<file path="src/rtl/spi_slave_pkg.sv">
// Shared types and constants for the SPI register slave.
package spi_slave_pkg;
  localparam int   SPI_CMD_WR_BIT = 7;
  localparam int   SPI_BYTE_W     = 8;
  localparam logic SCK_IDLE       = 1'b1;
  localparam logic CS_IDLE        = 1'b1;
  localparam logic MOSI_IDLE      = 1'b0;

  typedef enum logic [1:0] {ST_IDLE, ST_CMD, ST_DATA} spi_slv_state_e;
endpackage

</file>
<file path="src/rtl/spi_sync.sv">
// Two-flop synchronizer; RST_VAL is the level the pin sits at while idle.
module spi_sync #(
  parameter logic RST_VAL = 1'b0
) (
  input  logic sys_clk,
  input  logic sys_rst_n,
  input  logic d,
  output logic q
);
  logic meta;

  always_ff @(posedge sys_clk or negedge sys_rst_n) begin
    if (!sys_rst_n) begin
      meta <= RST_VAL;
      q    <= RST_VAL;
    end else begin
      meta <= d;
      q    <= meta;
    end
  end
endmodule

</file>
<file path="src/rtl/spi_slave_regs.sv">
// SPI mode-3 slave giving byte read/write access to a small register file.
// Define SPI_SLV_AUTOINC_EN to step the address after every data byte.
module spi_slave_regs
  import spi_slave_pkg::*;
#(
  parameter int          DEPTH     = 16,
  parameter logic [7:0]  RESET_VAL = 8'h00,
  localparam int         ADDR_W    = $clog2(DEPTH)
) (
  input  logic              sys_clk,
  input  logic              sys_rst_n,
  input  logic              spi_clk_i,
  input  logic              spi_cs_i,
  input  logic              spi_mosi_i,
  output logic              spi_miso_o,
  output logic              wr_stb_o,
  output logic [ADDR_W-1:0] wr_addr_o,
  output logic [7:0]        wr_data_o,
  output logic              busy_o
);
  logic sck_s, cs_s, mosi_s, sck_q, cs_q;

  spi_sync #(.RST_VAL(SCK_IDLE))  u_sync_sck  (.sys_clk, .sys_rst_n, .d(spi_clk_i),  .q(sck_s));
  spi_sync #(.RST_VAL(CS_IDLE))   u_sync_cs   (.sys_clk, .sys_rst_n, .d(spi_cs_i),   .q(cs_s));
  spi_sync #(.RST_VAL(MOSI_IDLE)) u_sync_mosi (.sys_clk, .sys_rst_n, .d(spi_mosi_i), .q(mosi_s));

  always_ff @(posedge sys_clk or negedge sys_rst_n) begin
    if (!sys_rst_n) begin
      sck_q <= SCK_IDLE;
      cs_q  <= CS_IDLE;
    end else begin
      sck_q <= sck_s;
      cs_q  <= cs_s;
    end
  end

  assign busy_o = ~cs_q;

  spi_slv_state_e          state_q, state_d;
  logic [2:0]              bit_cnt;
  logic [SPI_BYTE_W-1:0]   rx_sr, tx_sr, rx_byte;
  logic [ADDR_W-1:0]       addr_q, nxt_addr, cmd_addr;
  logic                    is_wr;
  logic [SPI_BYTE_W-1:0]   regs [DEPTH];
  logic                    sck_rise, sck_fall, byte_done;

  assign sck_rise  = sck_s & ~sck_q;
  assign sck_fall  = ~sck_s & sck_q;
  assign rx_byte   = {rx_sr[SPI_BYTE_W-2:0], mosi_s};
  assign cmd_addr  = rx_byte[ADDR_W-1:0];
  // CS high masks any SCK edge seen in the same cycle.
  assign byte_done = sck_rise && !cs_s && (state_q != ST_IDLE) && (bit_cnt == 3'd7);

`ifdef SPI_SLV_AUTOINC_EN
  assign nxt_addr = addr_q + 1'b1;
`else
  assign nxt_addr = addr_q;
`endif

  always_ff @(posedge sys_clk or negedge sys_rst_n) begin
    if (!sys_rst_n) state_q <= ST_IDLE;
    else            state_q <= state_d;
  end

  always_comb begin
    state_d = state_q;
    case (state_q)
      ST_IDLE: if (!cs_s)     state_d = ST_CMD;
      ST_CMD:  if (byte_done) state_d = ST_DATA;
      ST_DATA: state_d = ST_DATA;
      default: state_d = ST_IDLE;
    endcase
    if (cs_s) state_d = ST_IDLE;
  end

  always_ff @(posedge sys_clk or negedge sys_rst_n) begin
    if (!sys_rst_n) begin
      bit_cnt    <= '0;
      rx_sr      <= '0;
      tx_sr      <= '0;
      addr_q     <= '0;
      is_wr      <= 1'b0;
      spi_miso_o <= 1'b0;
      wr_stb_o   <= 1'b0;
      wr_addr_o  <= '0;
      wr_data_o  <= '0;
      for (int i = 0; i < DEPTH; i++) regs[i] <= RESET_VAL;
    end else begin
      wr_stb_o <= 1'b0;
      if (cs_s) begin
        // Partial bytes are simply dropped; only the counter needs clearing.
        bit_cnt    <= '0;
        spi_miso_o <= 1'b0;
      end else if (state_q != ST_IDLE) begin
        if (sck_rise) begin
          rx_sr   <= rx_byte;
          bit_cnt <= bit_cnt + 3'd1;
          if (byte_done) begin
            if (state_q == ST_CMD) begin
              addr_q <= cmd_addr;
              is_wr  <= rx_byte[SPI_CMD_WR_BIT];
              tx_sr  <= regs[cmd_addr];
            end else if (is_wr) begin
              regs[addr_q] <= rx_byte;
              wr_stb_o     <= 1'b1;
              wr_addr_o    <= addr_q;
              wr_data_o    <= rx_byte;
              addr_q       <= nxt_addr;
            end else begin
              tx_sr  <= regs[nxt_addr];
              addr_q <= nxt_addr;
            end
          end
        end else if (sck_fall) begin
          if (state_q == ST_DATA && !is_wr) begin
            spi_miso_o <= tx_sr[SPI_BYTE_W-1];
            tx_sr      <= {tx_sr[SPI_BYTE_W-2:0], 1'b0};
          end else begin
            spi_miso_o <= 1'b0;
          end
        end
      end
    end
  end
endmodule

</file>
<file path="config.mk">
export PLATFORM = sky130hd
export DESIGN_NAME = spi_slave_regs
export DESIGN_NICKNAME = d
export VERILOG_FILES = /design/src/rtl/spi_slave_pkg.sv /design/src/rtl/spi_sync.sv /design/src/rtl/spi_slave_regs.sv
export SDC_FILE = /design/constraint.sdc
export NUM_CORES = 1
export LEC_CHECK = 0
export ABC_AREA = 1
export CORE_ASPECT_RATIO = 0.9
export CORE_UTILIZATION = 35
export DETAILED_ROUTE_END_ITERATION = 12
export PLACE_DENSITY = 0.61
export SYNTH_ARGS = -nofsm -noshare
export SYNTH_HDL_FRONTEND = slang
export SYNTH_HIERARCHICAL = 1
export SYNTH_SLANG_ARGS = --single-unit
</file>
<file path="constraint.sdc">
create_clock -name sys_clk -period 2.43 [get_ports sys_clk]
set_input_delay 0.486 -clock sys_clk [delete_from_list [all_inputs] [get_ports sys_clk]]
set_output_delay 0.486 -clock sys_clk [all_outputs]
set_load 0.005 [all_outputs]
</file>
==> summary.txt, run 1 <==
Timing
  – Final Skew: 0.0150 ns
  – Final min period: 2.25 ns
  – RSZ-0062 raised after global routing: no
  – Setup TNS: 0 ns
  – Fin. Hold Viols: 0
  – Peak Freq: 445 MHz
  – Worst-margin pin slew: 0.641 ns
  – Max Slew Vio Count: 0
  – Slew headroom: 57.3%
  – Setup violators final: 0
  – Period utilisation layout: 92.5%

Logic synthesis
  – Post-synthesis simple-gate area fraction: 31.1%
  – Register area share after synthesis: 45.0%
  – Ys Warns: 6
  – #FFs+latches synth: 175
  – Largest family of logic cells by synthesized area: simple AND/OR/NAND/NOR gates
  – Synth Area in Compound Gates: 13.3%
  – Yosys top cell area share: 43.4%
  – Adder and majority gate portion of the synthesized area: 0.899%
  – Net count after synthesis: 1,353
  – Post-synth top area cell: dfrtp_1
  – Syn Std Cell Area: 9740 um^2
  – Avg Inst Size Synth: 7.26 um^2
  – XOR/XNOR Fraction of Synth Area: 0%
  – Mux cell area share after synthesis: 0%
  – Post-Synthesis Cells: 1,341
  – Synth area leaders: dfrtp_1, nand2_1, nand3_1
  – Unique masters post-synth: 32

Power
  – Leak: 0.00509 uW
  – PwrDens: 708 nW/um^2
  – Max VDD drop: 0.000489 V
  – P_int: 4960 uW
  – Sw Share: 35.9%
  – Clock power share: 36.3%
  – Comb power frac: 23.5%
  – Sequential power share: 40.2%
  – Net Switching: 2780 uW

Worst setup path
  – Critical Path Source Type: register
  – Critical setup path kind: reg2reg
  – Worst-path fanout max: 15
  – WP data arrival: 2.58 ns
  – Crit end category: register
  – CP required: 2.76 ns

Floorplan
  – Die height: 160 um
  – Initial Util: 35.9%
  – DIE AREA: 28,500 um^2
  – Cell Rows: 57
  – I/O pin total: 20
  – Core Area: 27,200 um^2
  – Die Span X: 178 um

Status
  – Outcome: completed

Placement
  – HPWL Detailed: 19,200 um
  – GP Congestion: 0.884
  – PortBufs: 19

Cells and area
  – Final core utilization: 40.3%
  – Share of cells above drive strength 1: 10.6%
  – Antenna cell count: 0
  – Area grow syn2layout: 12.3%
  – Nets: 1,350

Route
  – Routed len/inst: 17.0 um
  – Post-DRT Antenna Nets: 0
  – Via count: 8,588
  – Initial DRT Pass Iterations: 5
  – Vias per inst: 5.04
  – Residual DRC: 0
  – Iteration-0 DRC Markers: 940
  – Routed Wire Length: 29,000 um

Clock network
  – CTS tree: yes
  – Inserted Clock Buffers: 17
  – Clock Tree Buf Depth: 2
  – Clk slew on worst S/H paths: 0.08 ns
  – Root Driver: clkbuf_16
  – Setup Buffers After CTS: 0
  – H-tree levels: 4
  – Later-pin clock latency in the skew report: 0.44 ns
  – Clk sinks: 175
  – Number of gates resized after CTS: 0
  – Hold buffer count at cts: 0

Worst hold path
  – Hold Path Class: in2async

Global route
  – Vias in the first global route: 8,281
  – Initial antenna violation count: 0
  – Largest net degree at the start of global routing: 85
  – Congestion Overflow GR: 0
  – GR Util All Layers: 21.3%
  – First-pass GRT wire length: 46,500 um

Run
  – Max-cap violations: 0
-- placed cells by master (no fill, tap or decap), drive strengths merged --
cell	netlist	final
o21ai	211	211
ha	7	7
nand4	2	2
bufinv	0	1
clkbuf	40	17
nand2	544	544
dfstp	6	6
clkinvlp	0	2
o31ai	1	1
o211ai	2	2
o21a	1	1
nand3	115	115
clkinv	4	6
buf	40	40
dfrtp	169	169
inv	139	149
a22o	2	2
a21oi	12	12
clkdlybuf4s50	0	18
nor2	43	43
o41ai	1	1
nor3	2	2
-- metal layers --
metal / track usage (%) / routed length, um / up-vias
met2: 31.8 / 12700 / 301
li1: - / - / 4210
met4: 6.76 / 642 / 0
met1: 30.2 / 13400 / 4027
met5: 0 / 0 / -
met3: 5.05 / 2150 / 50
-- power groups by stage --
stage | Clock [uW] | Sequential (uW) | Combinational, uW
global placement | 0 | 3170 | 1780
detailed placement | 0 | 3170 | 1780
CTS | 2860 | 3110 | 1790
floorplan | 0 | 3140 | 981
global route | 2960 | 3130 | 1950
finish | 2810 | 3110 | 1820
-- registers in the layout (all words and copies together), names as in the netlist --
| signal | flops |
|---|---|
| regs | 128 |
| tx_sr | 8 |
| wr_data_o | 8 |
| rx_sr | 7 |
| addr_q | 4 |
| wr_addr_o | 4 |
| bit_cnt | 3 |
| state_q | 2 |
| cs_q | 1 |
| is_wr | 1 |
| sck_q | 1 |
| spi_miso_o | 1 |
| u_sync_cs/meta | 1 |
| u_sync_cs/q | 1 |
| u_sync_mosi/meta | 1 |
| u_sync_mosi/q | 1 |
| u_sync_sck/meta | 1 |
| u_sync_sck/q | 1 |
| wr_stb_o | 1 |
-- worst max-delay path: stages (launching register included) --
cell and delay, ns:
dfstp_2 0.56, ha_1 0.26, inv_2 0.11, nor2_8 0.13, nand2_4 0.06, nand2_1 0.06, nand3_1 0.37, a21oi_1 0.31
nand3_1 0.14, nand2_1 0.10, inv_1 0.04
-- cells in the mapped netlist --
| library cell | instances |
|---|---|
| nand4_1 | 2 |
| ha_1 | 7 |
| clkbuf_1 | 40 |
| o211ai_1 | 2 |
| nand2_4 | 8 |
| nor2_2 | 3 |
| a21oi_1 | 12 |
| o21ai_0 | 98 |
| nand2_2 | 2 |
| o31ai_1 | 1 |
| a22o_1 | 2 |
| o21a_1 | 1 |
| clkinv_1 | 3 |
| buf_2 | 22 |
| buf_4 | 2 |
| nor3_4 | 2 |
| nor2_1 | 39 |
| nand3_1 | 106 |
| buf_12 | 1 |
| o21ai_2 | 32 |
| nor2_8 | 1 |
| dfrtp_1 | 169 |
| dfstp_2 | 6 |
| buf_1 | 7 |
| nand2_1 | 534 |
| inv_1 | 136 |
| nand3_4 | 9 |
| o21ai_1 | 81 |
| inv_2 | 3 |
| clkinv_2 | 1 |
| buf_6 | 8 |
| o41ai_1 | 1 |
-- final timing paths --
path	from	end	slack, ns	depth (start not counted)
setup / recovery	u_sync_sck/q$_DFF_PN1_	tx_sr[2]$_DFFE_PN0P_	0.18	10
hold / removal	sys_rst_n	regs[77]$_DFFE_PN0P_	0.02	1
setup reg to reg	u_sync_sck/q$_DFF_PN1_	tx_sr[2]$_DFFE_PN0P_	0.18	10
hold reg to reg	u_sync_mosi/meta$_DFF_PN0_	u_sync_mosi/q$_DFF_PN0_	0.35	0
max in group asynchronous	sys_rst_n	wr_addr_o[3]$_DFFE_PN0P_	1.69	2
min in group sys_clk	u_sync_mosi/meta$_DFF_PN0_	u_sync_mosi/q$_DFF_PN0_	0.35	0
-- area by class of cell --
type,instances,area [um^2]
Clock inverter,15,165
Tap cell,354,443
Clock buffer,17,425
Inverter,143,538
Multi-Input combinational cell,943,4410
Sequential cell,175,4390
Fill cell,2808,16200
Timing Repair Buffer,58,572
-- kinds of logic (layout without fill, tap and decap cells) --
group / count (synthesis) / in the layout
fa+ha+maj: 7 / 7
flops: 175 / 175
compound gates: 230 / 230
simple gates: 706 / 706
buf+inv: 223 / 233
-- stage by stage --
stage,total power [uW],setup slack (ns),area [um^2],hold WS [ns],std cells
floorplan,4120,0.450,9740,0.190,1341
global placement,4940,0.346,10300,0.337,1673
detailed placement,4950,0.297,10300,0.336,1673
CTS,7760,0.181,10900,0.0510,1705
global route,8040,0.00472,10900,0.0748,1705
finish,7740,0.182,10900,0.0185,1705
Note: power is estimated with default switching activity, not from simulation.
==> inputs of run 2 (changes only) <==
==> constraint.sdc (replaced) <==
create_clock -name sys_clk -period 2.43 [get_ports sys_clk]
set_input_delay 0.729 -clock sys_clk [delete_from_list [all_inputs] [get_ports sys_clk]]
set_output_delay 0.729 -clock sys_clk [all_outputs]
set_load 0.005 [all_outputs]
==> run 2 against run 1 <==
- worst hold slack gained 0.22 ns
- clock power is essentially flat
- clock skew shrank 0.0054 ns
- critical path depth is the same
- non-clock buffer count grew 4
- critical path type unchanged
- register-to-register slack gained 0.03 ns
- fmax grew 1.4%
==> summary.txt, run 2 (synthesized netlist as in run 1, its figures left out) <==
Power
  – PwrDens: 704 nW/um^2 (-0.62%)
  – Sw Share: 35.4% (-0.49 points)
  – Pwr Total: 7740 uW (about the same)
  – Net Switching: 2740 uW (-1.4%)
  – Leak: 0.00513 uW (+0.69%)
  – Sequential power share: 40.2% (about the same)
  – P_int: 5000 uW (+0.75%)
  – Clock power share: 36.3% (about the same)
  – Comb power frac: 23.5% (about the same)
  – Max VDD drop: 0.000548 V (+12%)

Run
  – Max-cap violations: 0 (unchanged)

Clock network
  – Setup Buffers After CTS: 0 (unchanged)
  – Clock Tree Buf Depth: 2 (unchanged)
  – Later-pin clock latency in the skew report: 0.43 ns (about the same)
  – Inserted Clock Buffers: 17 (unchanged)
  – CTS tree: yes
  – H-tree levels: 4 (unchanged)
  – Hold buffer count at cts: 0 (unchanged)
  – Clk slew on worst S/H paths: 0.08 ns (about the same)
  – Clk sinks: 175 (unchanged)
  – Root Driver: clkbuf_16
  – Number of gates resized after CTS: 0 (unchanged)

Worst setup path
  – CP delay by family, top: simple AND/OR/NAND/NOR gates
  – Worst-case reg-to-reg path depth: 10 (unchanged)
  – CP required: 2.76 ns (about the same)
  – CP cell instances: ha_1 -> inv_2 -> nor2_8 -> nand2_4 -> nand2_1 -> nand3_1 -> a21oi_1 -> nand3_1 -> nand2_1 -> inv_1
  – Flop-to-flop setup slack: 0.21 ns (+0.03 ns)
  – Crit end category: register
  – Worst-path fanout max: 15 (unchanged)
  – Buf+Inv Stages, Crit Path: 2 (unchanged)
  – Critical setup path kind: reg2reg
  – Slowest cell delay on critical path: 0.55 ns (about the same)
  – FF-to-FF Start: u_sync_sck/q$_DFF_PN1_
  – Critical path depth: 10 (unchanged)
  – WP data arrival: 2.55 ns (-0.03 ns)
  – CP max-delay cell: dfstp_2
  – Critical Path Source Type: register
  – Worst R2R End: tx_sr[4]$_DFFE_PN0P_
  – CP startpoint: u_sync_sck/q$_DFF_PN1_
  – Critical path destination: tx_sr[4]$_DFFE_PN0P_

Timing
  – Peak Freq: 451 MHz (+1.4%)
  – Setup TNS: 0 ns (unchanged)
  – Fin. Hold Viols: 0 (unchanged)
  – Final min period: 2.22 ns (-0.0308 ns)
  – Period utilisation layout: 91.2% (-1.3 points)
  – RSZ-0062 raised after global routing: no
  – Final Skew: 0.00960 ns (-0.00543 ns)
  – Slew headroom: 58.5% (+1.2 points)
  – Worst-margin pin slew: 0.622 ns (-0.0194 ns)
  – Setup violators final: 0 (unchanged)
  – Max Slew Vio Count: 0 (unchanged)

Cells and area
  – Fillcell total: 2,772 (-1.3%)
  – Commonest non-fill, non-tap cells in the layout: nand2_1, dfrtp_1, inv_1
  – Antenna cell count: 0 (unchanged)
  – Max reg flops: 128 (unchanged)
  – Top flop regs: regs (128), tx_sr (8), wr_data_o (8)
  – Nets: 1,354 (+0.30%)
  – Area grow syn2layout: 13.0%
  – Share of cells above drive strength 1: 10.8% (+0.19 points)
  – Finished layout cell area: 11,000 um^2 (+0.61%)
  – Most common cell after layout, fill and taps aside: nand2_1
  – Most flops, register: regs

Global route
  – Vias in the first global route: 8,018 (-3.2%)
  – GR Util All Layers: 21.1% (-0.24 points)
  – Congestion Overflow GR: 0 (unchanged)
  – Largest net degree at the start of global routing: 54 (-36%)
  – Initial antenna violation count: 0 (unchanged)
  – First-pass GRT wire length: 46,000 um (-0.98%)

Placement
  – GP Congestion: 0.882 (-0.12%)
  – PortBufs: 19 (unchanged)
  – Area of placed instances: 10,400 um^2 (+0.65%)
  – HPWL Detailed: 19,000 um (-0.83%)

Route
  – Vias per inst: 4.96 (-1.4%)
  – Routed Wire Length: 28,600 um (-1.3%)
  – Initial DRT Pass Iterations: 5 (unchanged)
  – Via count: 8,484 (-1.2%)
  – Iteration-0 DRC Markers: 826 (-12%)
  – Post-DRT Antenna Nets: 0 (unchanged)
  – Residual DRC: 0 (unchanged)
  – Routed len/inst: 16.7 um (-1.5%)

Status
  – Outcome: completed

Floorplan
  – DIE AREA: 28,500 um^2 (unchanged)
  – Core Area: 27,200 um^2 (unchanged)
  – Cell Rows: 57 (unchanged)
  – Die Span X: 178 um (unchanged)
  – Initial Util: 35.9% (unchanged)
  – Die height: 160 um (unchanged)
  – I/O pin total: 20 (unchanged)

Worst hold path
  – Hold Path Class: in2async
## run 2: cell type report
type	count	area, um^2	area share (%)
Clock buffer	19	443	4.03
Clock inverter	13	146	1.33
Inverter	143	538	4.89
Multi-Input combinational cell	943	4410	40.0
Sequential cell	175	4390	39.9
Tap cell	354	443	4.03
Timing Repair Buffer	62	639	5.81
## run 2: power by group through the flow
stage	clock, uW	combinational [uW]	sequential, uW
floorplan	0	981	3140
global placement	0	1790	3160
detailed placement	0	1790	3160
CTS	2870	1800	3110
global route	2980	1960	3120
finish	2810	1820	3110
## run 2: how the worst min path moves through the flow
stage,to,start,slack [ns]
final,regs[77]$_DFFE_PN0P_,sys_rst_n,0.23
after global routing,regs[77]$_DFFE_PN0P_,sys_rst_n,0.25
after CTS,regs[77]$_DFFE_PN0P_,sys_rst_n,0.24
after detailed placement,u_sync_mosi/q$_DFF_PN0_,u_sync_mosi/meta$_DFF_PN0_,0.34
after global placement,u_sync_mosi/q$_DFF_PN0_,u_sync_mosi/meta$_DFF_PN0_,0.34
after floorplan,u_sync_mosi/q$_DFF_PN0_,u_sync_mosi/meta$_DFF_PN0_,0.33
## run 2: stage by stage
stage,setup slack [ns],hold WS (ns),utilization [%],cells
2_1_floorplan,0.450,0.331,-,1341
3_3_place_gp,0.289,0.337,38.3,1677
3_5_place_dp,0.244,0.342,38.3,1677
4_1_cts,0.230,0.241,40.5,1709
5_1_grt,0.0453,0.254,40.5,1709
6_report,0.213,0.235,40.5,1709
## run 2: layer usage
metal | up-vias | routed length, um | GRT usage (%)
li1 | 4217 | - | -
met1 | 3979 | 13900 | 31.5
met2 | 261 | 12400 | 31.1
met3 | 27 | 1870 | 4.02
met4 | 0 | 387 | 4.90
met5 | - | 0 | 0
